## config.mk

```make
export PLATFORM = sky130hd
export DESIGN_NAME = reorder_buffer
export DESIGN_NICKNAME = d
export VERILOG_FILES = /design/src/rtl/reorder_buffer.sv
export SDC_FILE = /design/constraint.sdc
export NUM_CORES = 1
export LEC_CHECK = 0
export BUFFER_PORTS_ARGS = -buffer_cell sky130_fd_sc_hd__buf_2
export CORE_AREA = 2 2 209 211
export CTS_CLUSTER_SIZE = 24
export DETAILED_ROUTE_END_ITERATION = 16
export DIE_AREA = 0 0 211 213
export GPL_ROUTABILITY_DRIVEN = 0
export GPL_TIMING_DRIVEN = 0
export PLACE_DENSITY_LB_ADDON = 0.15
export REMOVE_ABC_BUFFERS = 1
export SYNTH_ARGS = -nofsm -noshare
export SYNTH_HDL_FRONTEND = slang
export SYNTH_SLANG_ARGS = --single-unit
```

## constraint.sdc

```tcl
create_clock -name clk -period 13.65 [get_ports clk]
set_input_delay 1.365 -clock clk [delete_from_list [all_inputs] [get_ports clk]]
set_output_delay 1.365 -clock clk [all_outputs]
set_load 0.05 [all_outputs]
```

## src/rtl/reorder_buffer.sv

```systemverilog
// In-order retirement buffer fed by the CDB; allocates at tail, retires at head.
// Ports: clk/reset, alloc_* issue side, cdb_* broadcast side, commit_* retire side, count/empty.
module reorder_buffer #(
  parameter int DEPTH  = 8,
  parameter int TAG_W  = 4,
  parameter int DATA_W = 32
) (
  input  logic                     clk,
  input  logic                     reset,
  input  logic                     alloc_valid,
  input  logic [4:0]               alloc_rd,
  input  logic [TAG_W-1:0]         alloc_tag,
  output logic                     alloc_ready,
  input  logic                     cdb_valid,
  input  logic [TAG_W-1:0]         cdb_tag,
  input  logic [DATA_W-1:0]        cdb_data,
  output logic                     commit_valid,
  output logic [4:0]               commit_rd,
  output logic [TAG_W-1:0]         commit_tag,
  output logic [DATA_W-1:0]        commit_data,
  output logic [$clog2(DEPTH):0]   count,
  output logic                     empty
);
  localparam int PW = $clog2(DEPTH);
  localparam int CW = PW + 1;

  logic              r_valid [DEPTH];
  logic              r_done  [DEPTH];
  logic [4:0]        r_rd    [DEPTH];
  logic [TAG_W-1:0]  r_tag   [DEPTH];
  logic [DATA_W-1:0] r_data  [DEPTH];
  logic [PW-1:0]     r_head;
  logic [PW-1:0]     r_tail;
  logic [CW-1:0]     r_count;

  logic              r_cv;
  logic [4:0]        r_crd;
  logic [TAG_W-1:0]  r_ctag;
  logic [DATA_W-1:0] r_cdata;

  logic              w_alloc_fire;
  logic              w_commit_fire;
  logic              w_hit;
  logic [PW-1:0]     w_idx;
  logic              w_cap;

  assign alloc_ready   = (r_count != CW'(DEPTH));
  assign empty         = (r_count == '0);
  assign count         = r_count;
  assign w_alloc_fire  = alloc_valid && alloc_ready;
  assign w_commit_fire = r_valid[r_head] && r_done[r_head];

  // Oldest pending entry with a matching tag, walking from head.
  always_comb begin
    logic [PW-1:0] pos;
    w_hit = 1'b0;
    w_idx = '0;
    pos   = '0;
    for (int i = 0; i < DEPTH; i++) begin
      pos = r_head + PW'(i);
      if (!w_hit && r_valid[pos] && !r_done[pos]
          && r_tag[pos] == cdb_tag) begin
        w_hit = 1'b1;
        w_idx = pos;
      end
    end
  end

  assign w_cap = cdb_valid && (cdb_tag != '0) && w_hit;

  always_ff @(posedge clk) begin
    if (!reset) begin
      for (int i = 0; i < DEPTH; i++) begin
        r_valid[i] <= 1'b0;
        r_done[i]  <= 1'b0;
      end
      r_head  <= '0;
      r_tail  <= '0;
      r_count <= '0;
      r_cv    <= 1'b0;
      r_crd   <= '0;
      r_ctag  <= '0;
      r_cdata <= '0;
    end else begin
      if (w_cap) begin
        r_done[w_idx] <= 1'b1;
        r_data[w_idx] <= cdb_data;
      end
      r_cv <= w_commit_fire;
      if (w_commit_fire) begin
        r_valid[r_head] <= 1'b0;
        r_done[r_head]  <= 1'b0;
        r_crd           <= r_rd[r_head];
        r_ctag          <= r_tag[r_head];
        r_cdata         <= r_data[r_head];
        r_head          <= r_head + 1'b1;
      end
      // Tail slot is never the capture target: it is invalid before this edge.
      if (w_alloc_fire) begin
        r_valid[r_tail] <= 1'b1;
        r_done[r_tail]  <= (alloc_tag == '0);
        r_rd[r_tail]    <= alloc_rd;
        r_tag[r_tail]   <= alloc_tag;
        r_data[r_tail]  <= '0;
        r_tail          <= r_tail + 1'b1;
      end
      r_count <= r_count + CW'(w_alloc_fire) - CW'(w_commit_fire);
    end
  end

  assign commit_valid = r_cv;
  assign commit_rd    = r_crd;
  assign commit_tag   = r_ctag;
  assign commit_data  = r_cdata;
endmodule

```

# After elaboration in Yosys (flattened, before gate mapping)
# Memories as Yosys holds them, arrays and structs flattened. A register that Yosys moved wholly into a read port is not among the register bits.
# Cells that the tools add are included.
[word_totals]
ram_bits = 344
inputBits = 49
out_inout_bits = 48
reg_bits = 15
wordCells = 128
n_memories = 5
[memory_table]
columns = ["name", "depth", "width", "read_ports", "rd_ports_with_merged_regs", "write_ports", "line_no", "source"]
rows = [
  ["r_data", 8, 32, 1, 1, 2, "31", "logic [DATA_W-1:0] r_data [DEPTH];"],
  ["r_rd", 8, 5, 1, 1, 1, "29", "logic [4:0] r_rd [DEPTH];"],
  ["r_tag", 8, 4, 8, 1, 1, "30", "logic [TAG_W-1:0] r_tag [DEPTH];"],
  ["r_done", 8, 1, 8, 1, 8, "28", "logic r_done [DEPTH];"],
  ["r_valid", 8, 1, 8, 1, 8, "27", "logic r_valid [DEPTH];"],
]
[op_classes]
reduce_logical = 52
addsub = 10
eq_ne = 9
mux = 47
[op_table]
columns = ["operator", "count"]
rows = [
  ["3-bit two-way mux", 19],
  ["4-bit == test", 8],
  ["1-bit two-way mux", 28],
  ["1-bit logical AND", 27],
  ["1-bit logical NOT", 17],
  ["3-bit adder (second input constant)", 4],
  ["4-bit logical NOT", 2],
  ["3-bit by 1-bit adder with 3-bit output (second input constant)", 2],
  ["3-bit by 2-bit adder with 3-bit output (second input constant)", 2],
  ["1-bit OR reduction", 5],
  ["4-bit by 1-bit adder with 4-bit output", 1],
  ["4-bit != test (second input constant)", 1],
  ["4-bit nonzero test", 1],
  ["4-bit by 1-bit subtractor with 4-bit output", 1],
]

# Longest topological paths before layout
[depth]
depth_word = 45
mapped_depth = 20
ltp_nobuf = 12

# Worst setup path after synthesis
# OpenSTA, ideal clock, no wires.
[synth_path]
path_type = "reg-to-reg"
from = "register r_head[1]"
to = "memory r_data[6][22]"
period_less_slack_ns = 4.504
arrival_time_ns = 4.353
path_stages_with_launch = 19
n_path_buf = 6
setup_time_ns = 0.151
slack_ns = 9.146
required_time_ns = 13.499
path_cell_list = "dfxtp_1 buf_2 buf_4 clkinv_1 clkbuf_1 ha_1 xnor2_1 mux4_2 xor2_1 o32ai_2 o2bb2ai_2 a211oi_1 or4_1 and2_1 buf_2 buf_6 buf_2 o31ai_1 a21oi_1"
[synth_lines]
columns = ["element", "line_no", "source"]
rows = [
  ["start: declaration", "32", "logic [PW-1:0] r_head;"],
  ["start signal: assignment", "96", "r_head <= r_head + 1'b1;"],
  ["end: declaration", "31", ""],
]

==> flow_metrics.env <==
export IMPL_cp_start_kind="flip-flop"
export IMPL_wirelength_mm=66.0
export IMPL_finalNonFillerCells=2617
export IMPL_crit_top_cell="buf_16"
export IMPL_cts_tree="built"
export IMPL_synthDistinctLibCells=69
export IMPL_maxCapViolations=0
export IMPL_first_iter_violations=1976
export IMPL_grt_most_used_layer="met2"
export IMPL_cp_max_fo=44
export IMPL_clock_path_buffers=3
export IMPL_met3_usage=0.0447
export IMPL_antenna_found_initial=7
export IMPL_synthTopCellsByArea="dfxtp_1, mux4_2, edfxtp_1"
export IMPL_p_leak_nw=8.35
export IMPL_ys_seq_area_frac=0.411
export IMPL_avgSynthCellArea_sq_um=10.1
export IMPL_root_buffer="clkbuf_16"
export IMPL_via_per_inst=7.00
export IMPL_core_sq_um=42700
export IMPL_fin_crit_sh=0.492
export IMPL_power_total_w=0.00316
export IMPL_netlist_area_sq_um=21200
export IMPL_area_delta_synth_final_pct=13.5
export IMPL_min_delay_start="r_data[4][12]$_SDFFE_PP0P_"
export IMPL_io_buffers=96
export IMPL_grt_total_usage=0.291
export IMPL_synth_edff_count=72
export IMPL_ant_nets=0
export IMPL_grt_start_max_net_pins=83
export IMPL_dr_pass1_iters=5
export IMPL_chipHeight_um=213
export IMPL_place_inst=2536
export IMPL_critPathBufInv=6
export IMPL_synthFlopType="dfxtp_1"
export IMPL_critical_path_arrival_ps=7140
export IMPL_rsz0062_at_grt="no"
export IMPL_cts_buffers_inserted=44
export IMPL_ys_warn_count=0
export IMPL_grt_ovfl_total=0
export IMPL_yosysTopAreaCellShare=0.309
export IMPL_cpPeakStageDelay_ps=900
export IMPL_setup_violations_final=0
export IMPL_cts_hold_buf=0
export IMPL_drt_drc_violations_left=0
export IMPL_max_freq_ghz=0.149
export IMPL_skew_ps=14.6
export IMPL_row_count=76
export IMPL_worst_slack_ps=6940
export IMPL_final_nets=2099
export IMPL_drive_gt1_frac=0.204
export IMPL_timing_final_crit_period_ps=6710
export IMPL_critPathTopFamily="buffers and inverters"
export IMPL_fp_dieW_um=211
export IMPL_finalHoldViolCount=0
export IMPL_start_util=0.496
export IMPL_clkLatencyLatePin_ps=580
export IMPL_synthCells=2104
export IMPL_dp_hpwl_mm=39.3
export IMPL_yosysTopAreaCell="dfxtp_1"
export IMPL_timing_rr_start="r_head[1]$_SDFFE_PN0P_"
export IMPL_postCtsResizedCells=0
export IMPL_slew_viol_final=0
export IMPL_critPathRequiredTime_ps=14070
export IMPL_setup_tns_final_ps=0
export IMPL_worstPathCellList="buf_16 -> clkinv_2 -> buf_16 -> ha_2 -> mux4_2 -> mux2i_1 -> xor2_1 -> and4_1 -> nand2_1 -> a311oi_1 -> nand4_1 -> buf_8 -> buf_8 -> buf_16 -> o31ai_1 -> a21oi_1"
export IMPL_worstMarginPinSlew_ps=976
export IMPL_cts_setup_buffers=0
export IMPL_hold_ws_ps=467
export IMPL_rrSetupSlack_ps=6940
export IMPL_critPathSlowestCell="ha_2"
export IMPL_path_class="reg2reg"
export IMPL_vdd_drop_max_uv=84.6
export IMPL_met1_usage=0.405
export IMPL_rr_worst_depth=16
export IMPL_synthArstFlopShare=0
export IMPL_end_kind="flip-flop"
export IMPL_ios=97
export IMPL_htreeDepth=2
export IMPL_drt_wirelength_per_cell_um=25.2
export IMPL_hold_depth=2
export IMPL_min_to="r_data[4][12]$_SDFFE_PP0P_"
export IMPL_max_slew_margin_rel=0.346
export IMPL_num_vias=18300
export IMPL_ys_seq_elements=399
export IMPL_status="finished, final reports clean"
export IMPL_cts_clk_slew_worst_paths_ps=60
export IMPL_startpoint="r_head[1]$_SDFFE_PN0P_"
export IMPL_grt_pass1_vias=17700
export IMPL_post_place_ws_ps=6660
export IMPL_clock_sinks=399
export IMPL_die_area_sq_um=44900
export IMPL_grt_util_met2=0.461
export IMPL_r2r_end="r_data[7][27]$_SDFFE_PP0P_"
export IMPL_worstHoldPathType="reg2reg"
export IMPL_grt_first_pass_wirelength_mm=103
export IMPL_p_per_area_nw_per_um2=131
## logic make-up (layout without fill, tap and decap cells)
kind of cell | Yosys count | count (layout) | synth area share
adders and majority gates | 14 | 14 | 0.00862
xor gates and xnor gates | 41 | 41 | 0.0169
muxes | 189 | 189 | 0.162
AOI/OAI and AO/OA | 633 | 633 | 0.199
other | 0 | 3 | 0
and+or+nand+nor | 515 | 515 | 0.135
DFF | 399 | 399 | 0.411
buffers and inverters | 313 | 277 | 0.0674
## through the flow
stage	cell area, sq um	utilization
2_1_floorplan	19800	-
3_3_place_gp	21000	0.492
3_5_place_dp	22600	0.530
4_1_cts	24000	0.563
5_1_grt	24100	0.563
6_report	24100	0.563
## synthesized netlist by cell type, drive strengths merged (4+ instances only)
library cell,count
a21oi,267
a31o,4
a31oi,6
a32oi,5
and2,14
and3,5
buf,150
clkbuf,146
dfxtp,327
edfxtp,72
ha,13
inv,16
mux2,16
mux2i,51
mux4,122
nand2,114
nand2b,6
nand3,59
nand4,260
nor2,13
nor2b,11
nor3,10
nor4,5
o211a,42
o211ai,5
o21ai,12
o22ai,7
o31ai,257
or3,6
xnor2,23
xor2,18
## layout make-up
cell class                      count  area (sq um)
Clock inverter                     13           126
Clock buffer                       65          1280
Inverter                           17          65.1
Fill cell                        3572         18600
Sequential cell                   399          8720
Tap cell                          546           683
Timing Repair Buffer              182          2030
Multi-Input combinational cell   1392         11100
Antenna cell                        3          7.51
## cells in the final DEF (no fill, tap or decap), types with 15 or more instances in the layout
cell type and instances:
mux2_2 16, dfxtp_1 324, buf_16 27, nand4_1 260
edfxtp_1 72, mux4_2 122, xor2_1 18, clkbuf_16 45
a21oi_1 267, nand3_1 59, buf_2 95, xnor2_1 22
mux2i_1 51, o31ai_1 256, o211a_1 42, buf_12 15
nand2_1 113, buf_8 16, buf_4 16
## state kept, by name, indices dropped and copies added (netlist names), named ones only
signal / cells
count: 4
r_tail: 3
r_head: 3
commit_data: 32
commit_rd: 5
r_rd: 40
commit_tag: 4
r_data: 256
commit_valid: 1
r_tag: 32
r_done: 8
r_valid: 8
## per-layer routing
layer,share of wire,routed length [um]
met1,0.43,28400
met2,0.47,30800
met3,0.071,4710
met4,0.030,1980
met5,0.00070,46
## tightest hold or removal path: cells and delay by family, from the launching register on
family | cells | cell delay (ps)
flops | 1 | 300
compound gates | 2 | 120
## power breakdown
part	total, W	internal [W]	switching [W]
Combinational	0.000671	0.000239	0.000432
Clock	0.00119	0.000687	0.000501
Sequential	0.00130	0.00125	0.0000484
Total	0.00316	0.00218	0.000981
## how the worst max path moves through the flow
stage                                             to  slack [ps]  cells past startpoint
after floorplan           r_data[2][31]$_SDFFE_PP0P_       -3630                     12
after global placement    r_data[3][31]$_SDFFE_PP0P_      -13350                     12
after detailed placement  r_data[7][27]$_SDFFE_PP0P_        6660                     17
after CTS                 r_data[7][27]$_SDFFE_PP0P_        6620                     16
after global routing      r_data[3][27]$_SDFFE_PP0P_        6620                     17
final                     r_data[7][27]$_SDFFE_PP0P_        6940                     16
(Power assumes the default switching activity.)
